<file path="config.mk">
export PLATFORM = sky130hd
export DESIGN_NAME = atm_credential_entry
export DESIGN_NICKNAME = d
export VERILOG_FILES = /design/src/rtl/atm_credential_entry.sv
export SDC_FILE = /design/constraint.sdc
export NUM_CORES = 1
export LEC_CHECK = 0
export CAP_MARGIN = 5
export CORE_ASPECT_RATIO = 1.1
export CORE_MARGIN = 4
export CORE_UTILIZATION = 30
export DETAILED_ROUTE_END_ITERATION = 10
export GPL_ROUTABILITY_DRIVEN = 0
export HOLD_SLACK_MARGIN = 0.06
export PLACE_DENSITY_LB_ADDON = 0.08
export REMOVE_ABC_BUFFERS = 1
export SKIP_LAST_GASP = 1
export SYNTH_ARGS = -nofsm -noshare
export SYNTH_HDL_FRONTEND = slang
export SYNTH_SLANG_ARGS = --single-unit
export TNS_END_PERCENT = 1
</file>
<file path="constraint.sdc">
create_clock -name clk -period 9 [get_ports clk]
set_input_delay 2.7 -clock clk [delete_from_list [all_inputs] [get_ports clk]]
set_output_delay 2.7 -clock clk [all_outputs]
set_load 0.005 [all_outputs]
</file>
<file path="src/rtl/atm_credential_entry.sv">
// rtl/atm_credential_entry.sv - keypad credential entry, auth wait, try counting and lockout
//
// Ports:
//   clk, rst_n               clock, synchronous active-low reset
//   key_valid/key_code       keypad key stream; key_ready accepts it
//   cred_valid/cred_ready    credential offer handshake (acc_number, pin)
//   auth_done/auth_ok        one-cycle authentication verdict
//   session_end              exit/abort request from the ATM controller
//   logged_in, locked        session and lockout status
//   entry_error              one-cycle pulse on malformed entry or failed auth
//   digit_count              digits held for the field being entered
module atm_credential_entry #(
    parameter int ACC_DIGITS   = 4,
    parameter int MAX_TRIES    = 3,
    parameter int LOCK_CYCLES  = 1024,
    parameter int IDLE_TIMEOUT = 4096
) (
    input  logic        clk,
    input  logic        rst_n,
    input  logic        key_valid,
    input  logic [3:0]  key_code,
    output logic        key_ready,
    output logic        cred_valid,
    input  logic        cred_ready,
    output logic [11:0] acc_number,
    output logic [3:0]  pin,
    input  logic        auth_done,
    input  logic        auth_ok,
    input  logic        session_end,
    output logic        logged_in,
    output logic        locked,
    output logic        entry_error,
    output logic [2:0]  digit_count
);

    localparam int LW = $clog2(LOCK_CYCLES);
    localparam int IW = $clog2(IDLE_TIMEOUT);

    localparam logic [3:0] KEY_CLEAR  = 4'hA;
    localparam logic [3:0] KEY_ENTER  = 4'hB;
    localparam logic [3:0] KEY_CANCEL = 4'hC;

    typedef enum logic [2:0] {
        ACC_ENTRY, PIN_ENTRY, OFFER, WAIT_AUTH, SESSION, LOCKED
    } state_t;

    state_t        state_q, state_d;
    logic [13:0]   acc_q, acc_d;      // wide enough for acc*10+d up to 9999
    logic [3:0]    pin_q, pin_d;
    logic [2:0]    cnt_q, cnt_d;
    logic [2:0]    tries_q, tries_d;
    logic [LW-1:0] lock_q, lock_d;
    logic [IW-1:0] idle_q, idle_d;
    logic          err_d;
    logic          key_ready_q, cred_valid_q, logged_in_q, locked_q, err_q;

    logic key_acc, is_digit, in_entry, held;

    assign key_acc  = key_valid & key_ready_q;
    assign is_digit = (key_code <= 4'd9);
    assign in_entry = (state_q == ACC_ENTRY) || (state_q == PIN_ENTRY);
    // In PIN_ENTRY the account digits are always held, so the timer always runs there.
    assign held     = (state_q == PIN_ENTRY) || (cnt_q != 3'd0);

    always_comb begin
        state_d = state_q;
        acc_d   = acc_q;
        pin_d   = pin_q;
        cnt_d   = cnt_q;
        tries_d = tries_q;
        lock_d  = lock_q;
        idle_d  = idle_q;
        err_d   = 1'b0;
        case (state_q)
            ACC_ENTRY, PIN_ENTRY: begin
                if (key_acc) begin
                    idle_d = '0;
                    if (is_digit) begin
                        if (state_q == ACC_ENTRY) begin
                            if (cnt_q < 3'(ACC_DIGITS)) begin
                                acc_d = acc_q * 14'd10 + {10'd0, key_code};
                                cnt_d = cnt_q + 3'd1;
                            end
                        end else if (cnt_q == 3'd0) begin
                            pin_d = key_code;
                            cnt_d = 3'd1;
                        end
                    end else if (key_code == KEY_CLEAR) begin
                        if (state_q == ACC_ENTRY) acc_d = '0;
                        else                      pin_d = '0;
                        cnt_d = '0;
                    end else if (key_code == KEY_ENTER) begin
                        if (state_q == ACC_ENTRY) begin
                            if (cnt_q == 3'(ACC_DIGITS) && acc_q <= 14'd4095) begin
                                state_d = PIN_ENTRY;
                            end else begin
                                err_d = 1'b1;
                                acc_d = '0;
                            end
                            cnt_d = '0;
                        end else if (cnt_q == 3'd1) begin
                            state_d = OFFER;
                            cnt_d   = '0;
                        end else begin
                            err_d = 1'b1;
                        end
                    end else if (key_code == KEY_CANCEL) begin
                        acc_d   = '0;
                        pin_d   = '0;
                        cnt_d   = '0;
                        state_d = ACC_ENTRY;
                    end
                end else if (held) begin
                    if (idle_q == IW'(IDLE_TIMEOUT - 1)) begin
                        acc_d   = '0;
                        pin_d   = '0;
                        cnt_d   = '0;
                        idle_d  = '0;
                        state_d = ACC_ENTRY;
                    end else begin
                        idle_d = idle_q + 1'b1;
                    end
                end
            end
            OFFER: begin
                if (session_end) begin
                    acc_d = '0; pin_d = '0; cnt_d = '0; idle_d = '0;
                    state_d = ACC_ENTRY;
                end else if (cred_valid_q && cred_ready) begin
                    state_d = WAIT_AUTH;
                end
            end
            WAIT_AUTH: begin
                // session_end takes priority so a simultaneous verdict is not counted.
                if (session_end) begin
                    acc_d = '0; pin_d = '0; cnt_d = '0; idle_d = '0;
                    state_d = ACC_ENTRY;
                end else if (auth_done) begin
                    if (auth_ok) begin
                        tries_d = '0;
                        state_d = SESSION;
                    end else begin
                        err_d   = 1'b1;
                        tries_d = tries_q + 3'd1;
                        acc_d = '0; pin_d = '0; cnt_d = '0; idle_d = '0;
                        state_d = (tries_q + 3'd1 == 3'(MAX_TRIES)) ? LOCKED : ACC_ENTRY;
                    end
                end
            end
            SESSION: begin
                if (session_end) begin
                    acc_d = '0; pin_d = '0; cnt_d = '0; idle_d = '0;
                    state_d = ACC_ENTRY;
                end
            end
            LOCKED: begin
                if (lock_q == LW'(LOCK_CYCLES - 1)) begin
                    lock_d  = '0;
                    tries_d = '0;
                    state_d = ACC_ENTRY;
                end else begin
                    lock_d = lock_q + 1'b1;
                end
            end
            default: state_d = ACC_ENTRY;
        endcase
    end

    always_ff @(posedge clk) begin
        if (!rst_n) begin
            state_q      <= ACC_ENTRY;
            acc_q        <= '0;
            pin_q        <= '0;
            cnt_q        <= '0;
            tries_q      <= '0;
            lock_q       <= '0;
            idle_q       <= '0;
            key_ready_q  <= 1'b1;
            cred_valid_q <= 1'b0;
            logged_in_q  <= 1'b0;
            locked_q     <= 1'b0;
            err_q        <= 1'b0;
        end else begin
            state_q      <= state_d;
            acc_q        <= acc_d;
            pin_q        <= pin_d;
            cnt_q        <= cnt_d;
            tries_q      <= tries_d;
            lock_q       <= lock_d;
            idle_q       <= idle_d;
            key_ready_q  <= (state_d == ACC_ENTRY) || (state_d == PIN_ENTRY);
            cred_valid_q <= (state_d == OFFER);
            logged_in_q  <= (state_d == SESSION);
            locked_q     <= (state_d == LOCKED);
            err_q        <= err_d;
        end
    end

    assign key_ready   = key_ready_q;
    assign cred_valid  = cred_valid_q;
    assign logged_in   = logged_in_q;
    assign locked      = locked_q;
    assign entry_error = err_q;
    assign acc_number  = acc_q[11:0];
    assign pin         = pin_q;
    assign digit_count = cnt_q;

endmodule
</file>
==> results.toml, run 1 <==
[outcome]
status = "finished, final reports clean"

[power_and_ir_drop]
p_clk_share_pct = 46.9
intPower_mw = 0.416
power_density_nw_per_um2 = 130
p_leak_nw = 1.62
ir_worst_vdd_v = 0.0000783
seq_power_share_pct = 45.8
power.switching_fraction_pct = 21.5
switchingPower_mw = 0.114
total_power_mw = 0.530
p_comb_share_pct = 7.4

[synthesis]
synth-async-reset-ratio_pct = 0
syn_inst = 425
synthSimpleGateAreaFrac_pct = 25.5
synth_top_family_by_area = "simple AND/OR/NAND/NOR gates"
synth_adder_area_share_pct = 11.6
synth_compound_area_share_pct = 17.5
avgSynthCellArea_um2 = 8.20
synthTopCellsByArea = "dfxtp_1 31%, ha_1 10%, xor2_1 5.3%"
ys.flop_type = "dfxtp_1"
synth_area_um2 = 3480
ys_warn_count = 0
ys_types = 56
synth-edff-count = 0
yosys.area_share.xor_xnor_pct = 8.80
muxShareOfSynthArea_pct = 0.287
synth_largest_area_cell = "dfxtp_1"
synth.ff_latch_count = 54
yosysTopAreaCellShare_pct = 31.0
synth-seq-area-share_pct = 31.0

[setup_path]
critPathRequiredTime_ns = 9.23
critical_path_class = "in2reg"
reg2reg_setup_slack_ns = 5.82
crit_fanout = 15
startpoint_type = "input port"
end_kind = "flop"
cp_data_arrival_time_ns = 5.29

[finish]
drive_gt1_share_pct = 4.05
final_nets = 485
antenna-diode-count = 0
synthToLayoutAreaGrowth_pct = 16.9

[placement]
dpl.hpwl_um = 6520
io_buffers = 34

[sta]
tns_ns = 0
setup_viol = 0
slew_viol_final = 0
max_slew_margin_pct = 40.1
rsz0062_at_grt = "no"
fin_worst_skew_ns = 0.00508
hold-worst-slack_ns = 0.479
worst_pin_slew_ns = 0.895
period_needed_ns = 5.06
finalHoldViolCount = 0
finalCritPeriodShare_pct = 56.2
fmax_mhz = 198

[route]
avgViaCountPerCell = 4.99
firstDrtPassIters = 4
wirelength_um = 8600
num_vias = 2964
drtIter0Drc = 150
postRouteAntennaNets = 0
drc_errors = 0
post_drt_wl_per_cell_um = 14.5

[clock_tree]
cts_tree = "built"
clockRootBuffer = "clkbuf_16"
cts_buffer_depth = 2
post_cts_buffers = 0
h-tree-depth = 2
clk_pin_slew_ns = 0.07
clkLatencyLatePin_ns = 0.29
numClockSinks = 54
cts_hold_buffers = 0
cts_resized = 0
numCtsBuffers = 5

[grt]
track_usage_pct = 13.3
grt_max_degree = 28
grt_overflow = 0
grt_pass1_vias = 2988
antenna_found_initial = 0
grt_pass1_wl_um = 14600

[floorplan]
core_um2 = 11400
die_y_um = 121
die_area_um2 = 13400
ioPinCount = 35
die_w_um = 111
initial_core_util_pct = 30.4
rows = 41

[flow_run]
cap_violations = 0

[min_path]
hold_path_class = "reg2reg"
-- cell type report --
| class | instances | area (µm²) |
|---|---|---|
| fill | 1193 | 7370 |
| timing repair buffer | 35 | 348 |
| clock buffer | 5 | 125 |
| multi-input combinational | 335 | 2220 |
| sequential | 54 | 1080 |
| inverter | 12 | 45.0 |
| tap | 150 | 188 |
| clock inverter | 3 | 68.8 |
-- registers in the layout, summed over array words and instances, names as in the netlist --
name	cells
acc_q	14
cred_valid	1
digit_count	3
entry_error	1
idle_q	12
key_ready	1
lock_q	10
locked	1
logged_in	1
pin	4
state_q	3
tries_q	3
-- critical path: stages --
cell	delay, ns
clkdlybuf4s50_1	0.50
or2_2	0.31
o221ai_1	0.20
and3_1	0.39
nand3_1	0.52
nor3_2	0.43
a22oi_1	0.11
nor2b_1	0.13
-- metal layers --
layer	share of wire (%)	vias to the layer above	GRT usage, %
met3	3.6	11	2.79
met2	46	48	22.0
met5	0	-	0
met1	47	1372	16.9
met4	2.6	0	5.54
li1	-	1533	-
-- per-stage QoR --
| stage | util [%] | cell area, µm² | worst slack (ns) | cells |
|---|---|---|---|---|
| final | 35.6 | 4070 | 3.94 | 594 |
| after global routing | 35.6 | 4070 | 3.64 | 594 |
| after CTS | 35.6 | 4070 | 3.92 | 594 |
| after detailed placement | 33.9 | 3880 | 3.61 | 586 |
| after global placement | 33.9 | 3880 | 3.69 | 586 |
| after floorplan | - | 3340 | 4.62 | 401 |
-- placed cells by master, fill, tap and decap left out, types with 8 or more instances in the layout --
cell type / instances
xor2_1: 21
a21oi_1: 26
xnor2_1: 14
nor2_1: 45
nor2b_1: 13
nand2b_1: 8
and3_1: 11
ha_1: 29
dfxtp_1: 54
nor3_1: 10
nand3_1: 22
clkdlybuf4s50_1: 34
nand2_1: 43
o21ai_0: 13
inv_1: 12
-- cells in the mapped netlist (all sizes together) (3+ instances only) --
cell type  number
inv            12
nor2           45
clkbuf          9
xor2           21
a31oi           3
nand2          43
nand3          22
nand4           6
nor2b          13
buf            15
a21o            4
a21boi          7
ha             29
o211ai          4
and2            5
a22oi           6
nand2b          8
o21ai          13
nor4            3
nand4b          3
and3           11
o21a            3
nor3           12
dfxtp          54
xnor2          14
or2             3
a21oi          26
-- cell families (layout without fill, tap and decap cells) --
family                     Yosys count  in the layout
xor gates and xnor gates            35             35
and+or+nand+nor                    178            178
muxes                                1              1
adders and majority gates           31             31
AOI/OAI and AO/OA                   90             90
buffers and inverters               36             55
DFF                                 54             54
-- worst paths after layout --
kind,start,to,depth (start not counted)
setup / recovery,auth_ok,acc_q[9],8
hold / removal,idle_q[1],idle_q[1],2
setup reg to reg,acc_q[1],acc_q[13],10
hold reg to reg,idle_q[1],idle_q[1],2
-- power groups by stage --
stage / sequential [mW] / combinational [mW] / clock [mW]
after global placement: 0.248 / 0.0392 / 0
after floorplan: 0.248 / 0.0215 / 0
after detailed placement: 0.248 / 0.0393 / 0
final: 0.242 / 0.0390 / 0.248
after global routing: 0.243 / 0.0438 / 0.267
after CTS: 0.242 / 0.0395 / 0.258
(Power assumes the default switching activity.)
==> run 2, diff against run 1 <==
==> constraint.sdc (replaced) <==
create_clock -name clk -period 5.2 [get_ports clk]
set_input_delay 1.56 -clock clk [delete_from_list [all_inputs] [get_ports clk]]
set_output_delay 1.56 -clock clk [all_outputs]
set_load 0.005 [all_outputs]
==> run 2 against run 1 <==
Largest cell class unchanged. Largest power group is now registers. Highest routed layer unchanged. Setup slack got worse by 2.6 ns. Sequential power rose by 73%. Non-clock buffer count rose by 1. Routed wire length rose by 0.59%. Clock power rose by 37%.
==> results.toml, run 2 (same netlist as run 1, synthesis figures left out) <==
[finish]
final_common_cell = "dfxtp_1"
layout.cells.non_filler = 595
fin_area_um2 = 4030
top_regs = "acc_q: 14 flops, idle_q: 12 flops, lock_q: 10 flops"
top_register = "acc_q"
utilization_pct = 35.3
final_nets = 486
fill_cells = 1220
antenna-diode-count = 0
layout_common_cells = "54 x dfxtp_1, 45 x nor2_1, 43 x nand2_1"
largest_reg_flops = 14
synthToLayoutAreaGrowth_pct = 15.8
drive_gt1_share_pct = 4.27

[power_and_ir_drop]
p_leak_nw = 1.60
total_power_mw = 0.828
ir_worst_vdd_v = 0.000120
power_density_nw_per_um2 = 205

[placement]
place_ws_ns = 0.996
placedInstanceArea_um2 = 3880
io_buffers = 34
dpl.hpwl_um = 6590
dpl.cell_count = 587

[grt]
grt_pass1_vias = 2860
grt_max_degree = 27
grt_pass1_wl_um = 14400
grt_overflow = 0
antenna_found_initial = 0
track_usage_pct = 13.2

[clock_tree]
numCtsBuffers = 5
cts_tree = "built"
cts_hold_buffers = 0
clkLatencyLatePin_ns = 0.30
clk_pin_slew_ns = 0.07
cts_buffer_depth = 2
h-tree-depth = 2
clockRootBuffer = "clkbuf_16"
numClockSinks = 54
cts_resized = 0
post_cts_buffers = 0

[setup_path]
path_common_cell = "and3_1"
crit_fanout = 15
cpMaxStageDelayCell = "nand3_1"
path_cells = "clkdlybuf4s50_1 -> or2_2 -> o221ai_1 -> and3_1 -> nand3_1 -> and3_1 -> a41o_1"
startpoint_type = "input port"
cp_data_arrival_time_ns = 4.07
critPathRequiredTime_ns = 5.39
critical_path_class = "in2reg"
end_kind = "flop"
slowest_delay_ns = 0.53

[floorplan]
die_w_um = 111
rows = 41
initial_core_util_pct = 30.4
die_area_um2 = 13400
ioPinCount = 35
core_um2 = 11400
die_y_um = 121

[route]
post_drt_wl_per_cell_um = 14.5
num_vias = 2991
firstDrtPassIters = 4
drtIter0Drc = 161
avgViaCountPerCell = 5.03
drc_errors = 0
postRouteAntennaNets = 0
wirelength_um = 8650

[sta]
fmax_mhz = 258
worst_pin_slew_ns = 0.656
rsz0062_at_grt = "no"
slew_viol_final = 0
finalHoldViolCount = 0
finalCritPeriodShare_pct = 74.6
setup_viol = 0
max_slew_margin_pct = 56.1
period_needed_ns = 3.88
fin_ws_ns = 1.32
hold-worst-slack_ns = 0.476
tns_ns = 0
fin_worst_skew_ns = 0.00838

[min_path]
hold_path_class = "reg2reg"

[outcome]
status = "finished, final reports clean"

[flow_run]
cap_violations = 0
-- run 2: cell count changes in the layout (fill, tap and decap cells not counted) --
cell / before / now
bufinv_16: 2 / 0
clkinvlp_4: 0 / 2
buf_4: 1 / 2
clkinv_4: 1 / 0
inv_6: 0 / 1
-- run 2: per-layer routing --
| layer | GRT usage [%] | up-vias | share of wire [%] |
|---|---|---|---|
| met5 | 0 | - | 0 |
| met4 | 4.54 | 0 | 1.6 |
| met3 | 2.64 | 10 | 3.2 |
| met2 | 22.5 | 52 | 47 |
| met1 | 16.8 | 1401 | 48 |
| li1 | - | 1528 | - |
-- run 2: area by class of cell --
| class | instances | area, µm² | share of cell area (%) |
|---|---|---|---|
| Sequential cell | 54 | 1080 | 26.8 |
| Tap cell | 150 | 188 | 4.65 |
| Inverter | 12 | 45.0 | 1.12 |
| Clock buffer | 5 | 125 | 3.10 |
| Clock inverter | 3 | 23.8 | 0.589 |
| Multi-Input combinational cell | 335 | 2220 | 54.9 |
| Timing Repair Buffer | 36 | 355 | 8.81 |
-- run 2: critical path: cells and delay by family --
kind / cells / cell delay, ns
compound gates: 2 / 0.39
simple gates: 4 / 1.63
buf+inv: 1 / 0.49
-- run 2: worst paths after layout --
check / to / depth (start not counted) / slack (ns) / startpoint
worst min register to register: pin[2] / 2 / 0.48 / pin[2]
worst max register to register: acc_q[13] / 10 / 1.96 / acc_q[1]
worst max-delay path: acc_q[12] / 7 / 1.32 / auth_ok
worst min-delay path: pin[2] / 2 / 0.48 / pin[2]
-- run 2: where the power goes --
group	switching [mW]	total, mW	internal (mW)
clock network	0.160	0.340	0.180
registers	0.00305	0.419	0.416
logic	0.0414	0.0689	0.0275
